### src/rtl/inst_capture.sv
// ---------------------------------------------------------------------------
// inst_capture
//
// Front end between the execute button / switch bank and the instruction
// sequencer of the stack calculator. The button is synchronized and
// debounced. Each confirmed press captures the synchronized 8-bit switch
// word into a one-entry slot, which is offered downstream through a
// valid/ready handshake.
//
// Ports
//   clk       system clock
//   rst       synchronous, active-high reset; clears every register
//   btn_in    raw execute button, asynchronous to clk
//   sw_in     raw instruction switches, asynchronous to clk
//   inst_rdy  downstream sequencer can accept a word this cycle
//   inst_vld  a captured word is pending on inst_wd
//   inst_wd   captured instruction word
//   inst_cnt  number of accepted transfers, modulo 256
//   ovf       sticky: a press arrived while the slot was full and blocked
//
// Handshake: a transfer happens on every cycle where inst_vld and inst_rdy
// are both 1. inst_vld and inst_wd are registers and never depend
// combinationally on inst_rdy. While inst_vld=1 and no transfer has
// happened, inst_wd holds its value.
//
// Parameters
//   CLK_DIV         clocks per debounce sample tick (>= 2)
//   STABLE_SAMPLES  consecutive differing ticks needed to flip the level (>= 1)
//   CNT_W           tick counter width, 2**CNT_W >= CLK_DIV
// ---------------------------------------------------------------------------
module inst_capture #(
  parameter int CLK_DIV        = 10000,
  parameter int STABLE_SAMPLES = 4,
  parameter int CNT_W          = 14
) (
  input  logic       clk,
  input  logic       rst,
  input  logic       btn_in,
  input  logic [7:0] sw_in,
  input  logic       inst_rdy,
  output logic       inst_vld,
  output logic [7:0] inst_wd,
  output logic [7:0] inst_cnt,
  output logic       ovf
);

  // Wide enough to hold the count of differing ticks.
  localparam int SC_W = $clog2(STABLE_SAMPLES + 1);

  // Two-flop synchronizers for the button and each switch bit.
  logic       btn_meta;
  logic       btn_s;
  logic [7:0] sw_meta;
  logic [7:0] sw_s;

  // Debounce sample tick.
  logic [CNT_W-1:0] tick_cnt;
  logic             tick;

  // Debounced level, its one-cycle-delayed copy, and the count of
  // consecutive ticks on which the synchronized button disagreed with it.
  logic [SC_W-1:0] stable_cnt;
  logic            deb;
  logic            deb_q;

  logic press;
  logic xfer;

  assign tick  = (tick_cnt == CNT_W'(CLK_DIV - 1));
  assign press = deb & ~deb_q;
  assign xfer  = inst_vld & inst_rdy;

  always_ff @(posedge clk) begin
    if (rst) begin
      btn_meta   <= 1'b0;
      btn_s      <= 1'b0;
      sw_meta    <= 8'h00;
      sw_s       <= 8'h00;
      tick_cnt   <= '0;
      stable_cnt <= '0;
      deb        <= 1'b0;
      deb_q      <= 1'b0;
      inst_vld   <= 1'b0;
      inst_wd    <= 8'h00;
      inst_cnt   <= 8'h00;
      ovf        <= 1'b0;
    end else begin
      btn_meta <= btn_in;
      btn_s    <= btn_meta;
      sw_meta  <= sw_in;
      sw_s     <= sw_meta;

      if (tick) begin
        tick_cnt <= '0;
      end else begin
        tick_cnt <= tick_cnt + CNT_W'(1);
      end

      // The level only flips after STABLE_SAMPLES consecutive ticks that
      // disagree with it; a single agreeing tick restarts the count, so
      // short glitches never reach deb.
      if (tick) begin
        if (btn_s != deb) begin
          if (stable_cnt == SC_W'(STABLE_SAMPLES - 1)) begin
            deb        <= ~deb;
            stable_cnt <= '0;
          end else begin
            stable_cnt <= stable_cnt + SC_W'(1);
          end
        end else begin
          stable_cnt <= '0;
        end
      end

      deb_q <= deb;

      // The slot counts as free when it is empty or is being drained on
      // this very cycle, so a press coinciding with a transfer reloads it
      // and inst_vld stays high.
      if (press && (!inst_vld || xfer)) begin
        inst_wd  <= sw_s;
        inst_vld <= 1'b1;
      end else if (xfer) begin
        inst_vld <= 1'b0;
      end

      // A press against a full, blocked slot is dropped; the old word stays.
      if (press && inst_vld && !inst_rdy) begin
        ovf <= 1'b1;
      end

      if (xfer) begin
        inst_cnt <= inst_cnt + 8'd1;
      end
    end
  end

endmodule

### config.mk
export PLATFORM = sky130hd
export DESIGN_NAME = inst_capture
export DESIGN_NICKNAME = d
export VERILOG_FILES = /design/src/rtl/inst_capture.sv
export SDC_FILE = /design/constraint.sdc
export NUM_CORES = 1
export LEC_CHECK = 0
export CAP_MARGIN = 10
export CORE_ASPECT_RATIO = 1.4
export CORE_UTILIZATION = 50
export CTS_BUF_LIST = sky130_fd_sc_hd__clkbuf_8
export CTS_CLUSTER_DIAMETER = 30
export DETAILED_ROUTE_END_ITERATION = 10
export GPL_ROUTABILITY_DRIVEN = 0
export PLACE_DENSITY = 0.78
export SLEW_MARGIN = 10
export SYNTH_ARGS = -nofsm -noshare
export SYNTH_HDL_FRONTEND = slang
export SYNTH_SLANG_ARGS = --single-unit
### constraint.sdc
create_clock -name clk -period 1.85 [get_ports clk]
set_input_delay 0.37 -clock clk [delete_from_list [all_inputs] [get_ports clk]]
set_output_delay 0.37 -clock clk [all_outputs]
set_load 0.005 [all_outputs]
After elaboration in Yosys (flattened, before gate mapping)
Index checks and enable logic that the tools add are counted.
{"block": "word_totals", "ff_bits": 55, "in_bits": 12, "out_inout_bits": 18, "elab_cells": 35}
{"block": "op_classes", "addsub": 3, "eq_ne": 3, "n_mux": 4, "bitwise": 4, "reduce_logical": 9}
{"op": "14-bit by 1-bit adder with 14-bit output (second input constant)", "n": 1}
{"op": "14-bit equality test (second input constant)", "n": 1}
{"op": "8-bit by 1-bit adder with 8-bit output (second input constant)", "n": 1}
{"op": "3-bit two-way mux", "n": 2}
{"op": "3-bit by 1-bit adder with 3-bit output (second input constant)", "n": 1}
{"op": "3-bit by 2-bit equality test with 1-bit output (second input constant)", "n": 1}
{"op": "1-bit logical AND", "n": 3}
{"op": "3-bit AND reduction", "n": 1}
{"op": "1-bit AND", "n": 2}
{"op": "1-bit zero test", "n": 2}
{"op": "1-bit two-way mux", "n": 2}
{"op": "1-bit inverter", "n": 2}
{"op": "2-bit nonzero test", "n": 1}
{"op": "2-bit OR reduction", "n": 1}
{"op": "1-bit logical OR", "n": 1}
{"op": "1-bit != test", "n": 1}

Depth between registers and ports, before layout
Gate-level depths: netlist of run 1.
{"block": "logic_depth", "ltp_word": 4, "mapped_depth": 7, "mapped_depth_nobuf": 5}

Worst setup path before layout of run 1
OpenSTA, ideal clock, no wires.
{"block": "synth_path", "kind": "reg-to-reg", "startpoint": "register tick_cnt[7]", "endpoint": "register stable_cnt[1]", "setup_time_ps": 67, "arrival_time_ps": 1939, "required_time_ps": 1783, "path_slack_ps": -157, "path_stages_with_launch": 6, "synth_period_minus_slack_ps": 2007, "path_cell_list": "dfxtp_1 -> or4b_1 -> or4_1 -> clkbuf_2 -> or3b_1 -> a21oi_2"}
{"block": "synth_between", "elab_chain_len": 1}
{"item": "start: declaration", "line": "57", "source": "logic [CNT_W-1:0] tick_cnt;"}
{"item": "start signal: assignment", "line": "96", "source": "tick_cnt <= tick_cnt + CNT_W'(1);"}
{"item": "14-bit equality test", "line": "69", "source": "assign tick = (tick_cnt == CNT_W'(CLK_DIV - 1));"}
{"item": "end signal: assignment", "line": "108", "source": "stable_cnt <= stable_cnt + SC_W'(1);"}
{"item": "end: declaration", "line": "62", "source": "logic [SC_W-1:0] stable_cnt;"}
No other way between the ends.
A chain may end at the register's enable or synchronous reset.

Worst setup path after layout of run 1
{"block": "layout_path", "startpoint": "register tick_cnt[12]", "endpoint": "register deb"}
{"block": "layout_between", "elab_chain_len": 2}
{"item": "14-bit equality test", "line": "69"}
{"item": "3-bit AND reduction (no source line)"}
{"item": "end signal: assignment", "line": "105", "source": "deb <= ~deb;"}
{"item": "end: declaration", "line": "63", "source": "logic deb;"}
No other way between the ends.

==> out/qor.yml, run 1 <==
status:
  run_status: "complete, but fails checks"
  violations: "setup timing"
drt:
  drc_errors: 0
  viasPerCell: 5.02
  avgRoutedWirePerCell_um: 11.3
  drt_wl_total_um: 3330
  drt-initial-drc-count: 17
  detail-route-antenna-nets: 0
  first_pass_iters: 4
  vias: 1475
synth:
  synth-async-reset-ratio_pct: 0
  synthCells: 205
  ys_ff_latch: 55
  ys.warnings.count: 0
  syn_area_per_cell_um2: 9.76
  ys.flop_type: "dfxtp_1"
  ys_types: 31
  synth-edff-count: 0
  ys_seq_area_share_pct: 55.0
  syn_area_um2: 2000
  synthesis.nets: 220
timing:
  relSlewSlack_pct: 77.8
  report.final.slew_viol_count: 0
  fin_skew_ns: 0.00677
  fmax_ghz: 0.521
  min_period_ns: 1.92
  fin_ws_ns: -0.0682
  fin_crit_sh_pct: 104
  hold_viol: 0
  setup_viol: 11
  grt_setup_unrepaired: "yes"
  worstMarginPinSlew_ns: 0.330
power:
  ir_worst_vdd_mv: 0.834
  powerDensity_nw_per_um2: 768
  power.total_w: 0.00196
  p_leak_nw: 0.923
grt:
  grtUsageTotal_pct: 17.1
  gr-total-overflow: 0
  grt_max_degree: 26
  grt_pass1_vias: 1437
  grt_antenna_before_repair: 0
  grt_pass1_wl_um: 5800
floorplan:
  io_pins: 30
  die_w_um: 55.5
  core_area_um2: 3740
  start_util_pct: 53.5
  row_count: 26
  die_y_um: 76.8
  dieArea_um2: 4260
setup_path:
  arrival_ns: 2.13
  startpoint_type: "register"
  worstPathRequired_ns: 2.07
  cp_max_fo: 5
  cp-end-kind: "register"
  path_class: "reg -> reg"
placed_design:
  hpwl_um: 2470
  dpl.cell_count: 286
  post_dp_cell_area_um2: 2450
  io_buffer_count: 29
clock_tree:
  cts_tree: "built"
  cts_buffers: 5
  clk_pin_slew_ns: 0.10
  root_buffer: "clkbuf_8"
  insertion_delay_ns: 0.31
  clock_path_buffers: 2
  cts.sinks: 55
  h-tree-depth: 2
layout:
  final_area_um2: 2560
  nNetsFinal: 266
  fillers: 316
  n_antenna_cell: 0
  final_cells: 294
  syn_to_final_growth_pct: 27.8
  drive_above_1_share_pct: 13.5
flow_run:
  maxCapViolCount: 0
hold_path:
  min_path_type: "reg -> reg"
-- logic make-up (layout without fill, tap and decap cells) --
family          Yosys count  in the layout  share of synthesized area [%]
simple gates             95             95                           24.6
flops                    55             55                           55.0
xor+xnor                 17             17                           7.44
buf+inv                  14             61                           2.75
compound gates           12             12                           3.75
mux                       9              9                           4.50
fa+ha+maj                 3              3                           1.88
-- layout by cell type (no fill, tap or decap), types with 2 or more instances in the layout --
| cell type | instances |
|---|---|
| xnor2_1 | 13 |
| o21ai_0 | 3 |
| or3_1 | 2 |
| mux2i_1 | 9 |
| xor2_1 | 4 |
| a21oi_1 | 5 |
| or4b_1 | 2 |
| nor2_1 | 31 |
| nor3b_1 | 2 |
| ha_1 | 3 |
| dfxtp_2 | 2 |
| dfxtp_1 | 53 |
| buf_6 | 2 |
| nand2b_1 | 3 |
| nand3_1 | 10 |
| nor3_1 | 4 |
| nor2b_1 | 20 |
| inv_1 | 6 |
| nor4_1 | 4 |
| clkbuf_8 | 5 |
| clkdlybuf4s50_1 | 29 |
| nand4_1 | 2 |
| nand2_1 | 8 |
| buf_4 | 16 |
-- layer usage --
metal | global-route usage [%] | up-vias | part of all wire (%)
met1 | 17.6 | 686 | 44
met3 | 4.55 | 6 | 2.9
li1 | - | 762 | -
met5 | 0 | - | 0
met4 | 8.25 | 0 | 1.8
met2 | 31.3 | 21 | 52
-- critical path, stage by stage (launching register included) --
cell and delay, ns:
dfxtp_1 0.32, or4b_1 0.51, or4_4 0.53, buf_4 0.17, o41ai_1 0.29
-- per-stage QoR --
| stage | TNS [ns] | hold slack (ns) | setup WS (ns) | utilization (%) |
|---|---|---|---|---|
| 3_3_place_gp | -0.0615 | 0.416 | -0.0436 | 65.5 |
| 6_report | -0.175 | 0.447 | -0.0682 | 68.4 |
| 4_1_cts | -0.328 | 0.450 | -0.0697 | 68.3 |
| 3_5_place_dp | -0.121 | 0.426 | -0.0785 | 65.5 |
| 5_1_grt | -0.977 | 0.467 | -0.117 | 68.4 |
| 2_1_floorplan | -1.09 | 0.414 | -0.148 | - |
-- worst paths after layout --
path	end	depth (start not counted)	start	slack, ns
worst min register to register	sw_s[4]	1	sw_meta[4]	0.45
worst min-delay path	sw_s[4]	1	sw_meta[4]	0.45
worst max register to register	deb	4	tick_cnt[12]	-0.07
worst max-delay path	deb	4	tick_cnt[12]	-0.07
-- synth_stat cells, drive strengths merged (3+ instances only) --
library cell | instances | area (um2)
dfxtp | 55 | 1100
nor2 | 32 | 120
nor2b | 20 | 125
xnor2 | 13 | 114
nand3 | 10 | 50.1
mux2i | 9 | 90.1
nand2 | 8 | 30.0
clkbuf | 7 | 27.5
a21oi | 6 | 33.8
inv | 6 | 22.5
nor3 | 4 | 20.0
nor4 | 4 | 25.0
xor2 | 4 | 35.0
ha | 3 | 37.5
nand2b | 3 | 18.8
o21ai | 3 | 15.0
-- repair_timing --
item	4_1_cts	5_1_grt
hold buffers	0	0
cloned	0	0
endpoints found under the setup margin	16	17
setup buffers	0	0
pin swaps	1	0
resized for setup	4	1
-- cell type report --
class,instances,area (um2),share of cell area [%]
flip-flops and latches,55,1100,43.2
multi-input cells,136,853,33.4
repair buffers,47,433,16.9
clock buffers,5,68.8,2.69
well taps,42,52.6,2.05
clock inverters,3,23.8,0.930
inverters,6,22.5,0.881
-- flip-flops by register name (all words and copies together) (netlist names) --
name	cells
tick_cnt	14
inst_cnt	8
inst_wd	8
sw_meta	8
sw_s	8
stable_cnt	3
btn_meta	1
btn_s	1
deb	1
deb_q	1
inst_vld	1
ovf	1
-- power by group --
part / switching [W] / leakage [nW] / internal [W]
registers: 0.00000826 / 0.448 / 0.00121
logic: 0.0000330 / 0.428 / 0.0000450
clock network: 0.000398 / 0.0461 / 0.000274
total: 0.000439 / 0.923 / 0.00153
(Power assumes the default switching activity.)
==> run 2: changes to the inputs <==
--- a/config.mk
+++ b/config.mk
@@ -7,12 +7,12 @@
 export LEC_CHECK = 0
 export CAP_MARGIN = 10
 export CORE_ASPECT_RATIO = 1.4
-export CORE_UTILIZATION = 50
+export CORE_UTILIZATION = 59
 export CTS_BUF_LIST = sky130_fd_sc_hd__clkbuf_8
 export CTS_CLUSTER_DIAMETER = 30
 export DETAILED_ROUTE_END_ITERATION = 10
 export GPL_ROUTABILITY_DRIVEN = 0
-export PLACE_DENSITY = 0.78
+export PLACE_DENSITY = 0.86
 export SLEW_MARGIN = 10
 export SYNTH_ARGS = -nofsm -noshare
 export SYNTH_HDL_FRONTEND = slang
==> constraint.sdc (replaced) <==
create_clock -name clk -period 2.46 [get_ports clk]
set_input_delay 0.492 -clock clk [delete_from_list [all_inputs] [get_ports clk]]
set_output_delay 0.492 -clock clk [all_outputs]
set_load 0.005 [all_outputs]
==> out/qor.yml, run 2 (same netlist as run 1, synthesis figures left out) <==
setup_path:
  cpMaxStageDelayCell: "or4_1"
  cp_max_fo: 13
  worstPathRequired_ns: 2.65
  cpPeakStageDelay_ns: 0.64
  path_class: "reg -> reg"
  rr_worst_depth: 4
  cp_cell_sequence: "or4b_1, or4_1, or2b_1, nor2_1"
  cp-end-kind: "register"
  arrival_ns: 2.37
  startpoint_type: "register"
power:
  p_leak_nw: 0.842
  p_switching_w: 0.000305
  p_clk_share_pct: 32.7
  p_int_w: 0.00113
  ir_worst_vdd_mv: 0.517
  pwr-share-comb_pct: 3.7
  switching_share_pct: 21.2
  powerDensity_nw_per_um2: 593
  p_seq_share_pct: 63.6
floorplan:
  die_w_um: 51.2
  core_area_um2: 3180
  die_y_um: 70.9
  io_pins: 30
  start_util_pct: 62.9
  row_count: 24
  dieArea_um2: 3630
layout:
  n_antenna_cell: 0
  final_common_cell: "dfxtp_1"
  largest_reg_flops: 14
  fillers: 230
  syn_to_final_growth_pct: 21.1
  drive_above_1_share_pct: 5.88
  regMostFlops: "tick_cnt"
  final_area_um2: 2420
  nNetsFinal: 252
  layout_common_cells: "dfxtp_1 (55), nor2_1 (32), clkdlybuf4s50_1 (29)"
timing:
  hold_viol: 0
  min_period_ns: 2.18
  setup_viol: 0
  fin_crit_sh_pct: 88.8
  fmax_ghz: 0.458
  fin_skew_ns: 0.00523
  report.final.slew_viol_count: 0
  relSlewSlack_pct: 72.3
  fin_ws_ns: 0.276
  worstMarginPinSlew_ns: 0.416
  grt_setup_unrepaired: "no"
  setup_tns_ns: 0
drt:
  detail-route-antenna-nets: 0
  drt-initial-drc-count: 41
  viasPerCell: 5.33
  first_pass_iters: 4
  drc_errors: 0
  avgRoutedWirePerCell_um: 12.9
  drt_wl_total_um: 3570
  vias: 1477
clock_tree:
  h-tree-depth: 2
  clk_pin_slew_ns: 0.09
  postCtsHoldBufs: 0
  cts_tree: "built"
  cts.sinks: 55
  root_buffer: "clkbuf_8"
  cts_resized: 0
  cts_buffers: 5
  insertion_delay_ns: 0.31
  cts_setup_buffers: 0
  clock_path_buffers: 2
grt:
  grt_max_degree: 25
  grtUsageTotal_pct: 22.5
  grt_pass1_vias: 1488
  grt_antenna_before_repair: 0
  gr-total-overflow: 0
  grt_pass1_wl_um: 6010
flow_run:
  maxCapViolCount: 0
placed_design:
  hpwl_um: 2630
  post_dp_cell_area_um2: 2340
  post-place-ws_ns: 0.290
  io_buffer_count: 29
hold_path:
  holdPathStages: 1
  min_path_type: "reg -> reg"
status:
  run_status: "complete, no violations"
-- run 2: cell count changes in the layout (fill, tap and decap cells not counted), sizes merged --
cell / delta
buf: -14
-- run 2: metrics by stage --
step | hold WS (ns) | instances | utilization [%] | power [W]
after CTS | 0.448 | 277 | 76.1 | 0.00145
final | 0.444 | 277 | 76.1 | 0.00144
after global placement | 0.417 | 269 | 73.4 | 0.000985
after detailed placement | 0.426 | 269 | 73.4 | 0.000989
after floorplan | 0.414 | 205 | - | 0.000963
after global routing | 0.467 | 277 | 76.1 | 0.00150
-- run 2: metal layers --
metal / share of wire [%] / track usage, % / vias to the layer above
li1: - / - / 735
met1: 39 / 20.1 / 700
met2: 54 / 42.4 / 30
met3: 3.5 / 6.67 / 12
met4: 3.4 / 13.2 / 0
met5: 0 / 0 / -
-- run 2: final timing paths --
path,start,endpoint,slack (ns)
hold reg to reg,sw_meta[4],sw_s[4],0.44
hold / removal,sw_meta[4],sw_s[4],0.44
setup / recovery,tick_cnt[7],tick_cnt[10],0.28
setup reg to reg,tick_cnt[7],tick_cnt[10],0.28
-- run 2: power by group through the flow --
stage               sequential (W)  clock, W  combinational (W)
global placement          0.000934         0          0.0000511
finish                    0.000914  0.000470          0.0000533
detailed placement        0.000935         0          0.0000538
floorplan                 0.000933         0          0.0000294
CTS                       0.000914  0.000484          0.0000541
global route              0.000916  0.000523          0.0000588
-- run 2: critical path: cells and delay by family (launching register included) --
family / cells / cell delay, ns
AND/OR/NAND/NOR: 4 / 1.72
flip-flops: 1 / 0.35
-- run 2: cell type report --
type,instances,area (um2),area share (%)
Sequential cell,55,1100,45.5
Multi-Input combinational cell,136,845,34.9
Timing Repair Buffer,33,320,13.2
Clock buffer,5,68.8,2.84
Tap cell,39,48.8,2.01
Inverter,6,22.5,0.930
Clock inverter,3,16.3,0.671
==> run 3: changes to the inputs <==
--- a/config.mk
+++ b/config.mk
@@ -5,7 +5,7 @@
 export SDC_FILE = /design/constraint.sdc
 export NUM_CORES = 1
 export LEC_CHECK = 0
-export CAP_MARGIN = 10
+export CAP_MARGIN = 0
 export CORE_ASPECT_RATIO = 1.4
 export CORE_UTILIZATION = 59
 export CTS_BUF_LIST = sky130_fd_sc_hd__clkbuf_8
==> constraint.sdc (replaced) <==
create_clock -name clk -period 2.8 [get_ports clk]
set_input_delay 0.56 -clock clk [delete_from_list [all_inputs] [get_ports clk]]
set_output_delay 0.56 -clock clk [all_outputs]
set_load 0.005 [all_outputs]
==> out/qor.yml, run 3 (same netlist as run 1, synthesis figures left out) <==
status:
  run_status: "complete, no violations"
setup_path:
  startpoint_type: "register"
  cp-end-kind: "register"
  worstPathRequired_ns: 2.98
  path_class: "reg -> reg"
  arrival_ns: 2.41
  reg2reg_setup_slack_ns: 0.57
  cp_max_fo: 13
drt:
  drt_wl_total_um: 3810
  met1_length_um: 1490
  first_pass_iters: 5
  vias: 1510
  wl_met2_um: 2080
  drt-initial-drc-count: 31
  viasPerCell: 5.47
  wl_met3_um: 138
  drc_errors: 0
  detail-route-antenna-nets: 0
  avgRoutedWirePerCell_um: 13.8
  highest_layer: "met4"
clock_tree:
  insertion_delay_ns: 0.31
  clock_path_buffers: 2
  h-tree-depth: 2
  postCtsHoldBufs: 0
  cts_tree: "built"
  cts_setup_buffers: 0
  cts_buffers: 5
  clk_pin_slew_ns: 0.09
  cts_resized: 0
  root_buffer: "clkbuf_8"
  cts.sinks: 55
timing:
  setup_viol: 0
  fmax_ghz: 0.448
  setup_tns_ns: 0
  relSlewSlack_pct: 73.0
  grt_setup_unrepaired: "no"
  report.final.slew_viol_count: 0
  worstMarginPinSlew_ns: 0.405
  fin_skew_ns: 0.00837
  fin_crit_sh_pct: 79.7
  min_period_ns: 2.23
  hold_viol: 0
  fin_ws_ns: 0.569
hold_path:
  min_path_type: "reg -> reg"
layout:
  layout_common_cells: "dfxtp_1 (55), nor2_1 (32), clkdlybuf4s50_1 (29)"
  final_area_um2: 2460
  nNetsFinal: 251
  drive_above_1_share_pct: 5.49
  finalCoreUtilization_pct: 77.4
  largest_reg_flops: 14
  n_antenna_cell: 0
  final_common_cell: "dfxtp_1"
  regMostFlops: "tick_cnt"
  syn_to_final_growth_pct: 23.1
grt:
  grt_max_degree: 20
  grt_pass1_vias: 1549
  grt_antenna_before_repair: 0
  gr-total-overflow: 0
  grt_pass1_wl_um: 6260
  grtUsageTotal_pct: 23.1
placed_design:
  io_buffer_count: 29
  post-place-ws_ns: 0.594
  hpwl_um: 2710
  post_dp_cell_area_um2: 2330
floorplan:
  start_util_pct: 62.9
  io_pins: 30
  die_y_um: 70.9
  dieArea_um2: 3630
  row_count: 24
  die_w_um: 51.2
  core_area_um2: 3180
power:
  p_switching_w: 0.000270
  switching_share_pct: 18.7
  powerDensity_nw_per_um2: 588
  ir_worst_vdd_mv: 0.575
  p_leak_nw: 0.862
  p_seq_share_pct: 55.5
  p_clk_share_pct: 41.2
  p_int_w: 0.00118
  power.total_w: 0.00145
  pwr-share-comb_pct: 3.3
flow_run:
  maxCapViolCount: 0
run 3: final timing paths:
check                   start           end  cells past startpoint
setup / recovery  tick_cnt[7]  tick_cnt[10]                      4
hold / removal       btn_meta         btn_s                      1
setup reg to reg  tick_cnt[7]  tick_cnt[10]                      4
hold reg to reg      btn_meta         btn_s                      1
run 3: power by group through the flow:
stage	clock (W)	sequential (W)	combinational (W)
after global placement	0	0.000821	0.0000450
after detailed placement	0	0.000822	0.0000469
after CTS	0.000608	0.000804	0.0000482
final	0.000596	0.000803	0.0000472
after global routing	0.000630	0.000806	0.0000527
after floorplan	0	0.000820	0.0000259
run 3: layer usage:
metal  up-vias  global-route usage (%)
li1        736                       -
met1       723                    21.8
met2        38                    43.4
met3        13                    6.88
met4         0                    11.7
met5         -                       0
run 3: worst max-delay path: stages, from the launching register on:
cell,delay (ns)
dfxtp_1,0.36
or4b_1,0.53
or4_1,0.66
or2b_1,0.47
nor2_1,0.10
run 3: final cells by class:
class                   count  area, um2
well taps                  39       48.8
inverters                   6       22.5
multi-input cells         136        845
fillers                   223        721
flip-flops and latches     55       1100
clock buffers               5       68.8
repair buffers             32        313
clock inverters             3       63.8
run 3: metrics by stage:
stage,std cells,hold slack [ns]
6_report,276,0.446
5_1_grt,276,0.466
4_1_cts,276,0.446
3_5_place_dp,268,0.425
3_3_place_gp,268,0.417
2_1_floorplan,205,0.414
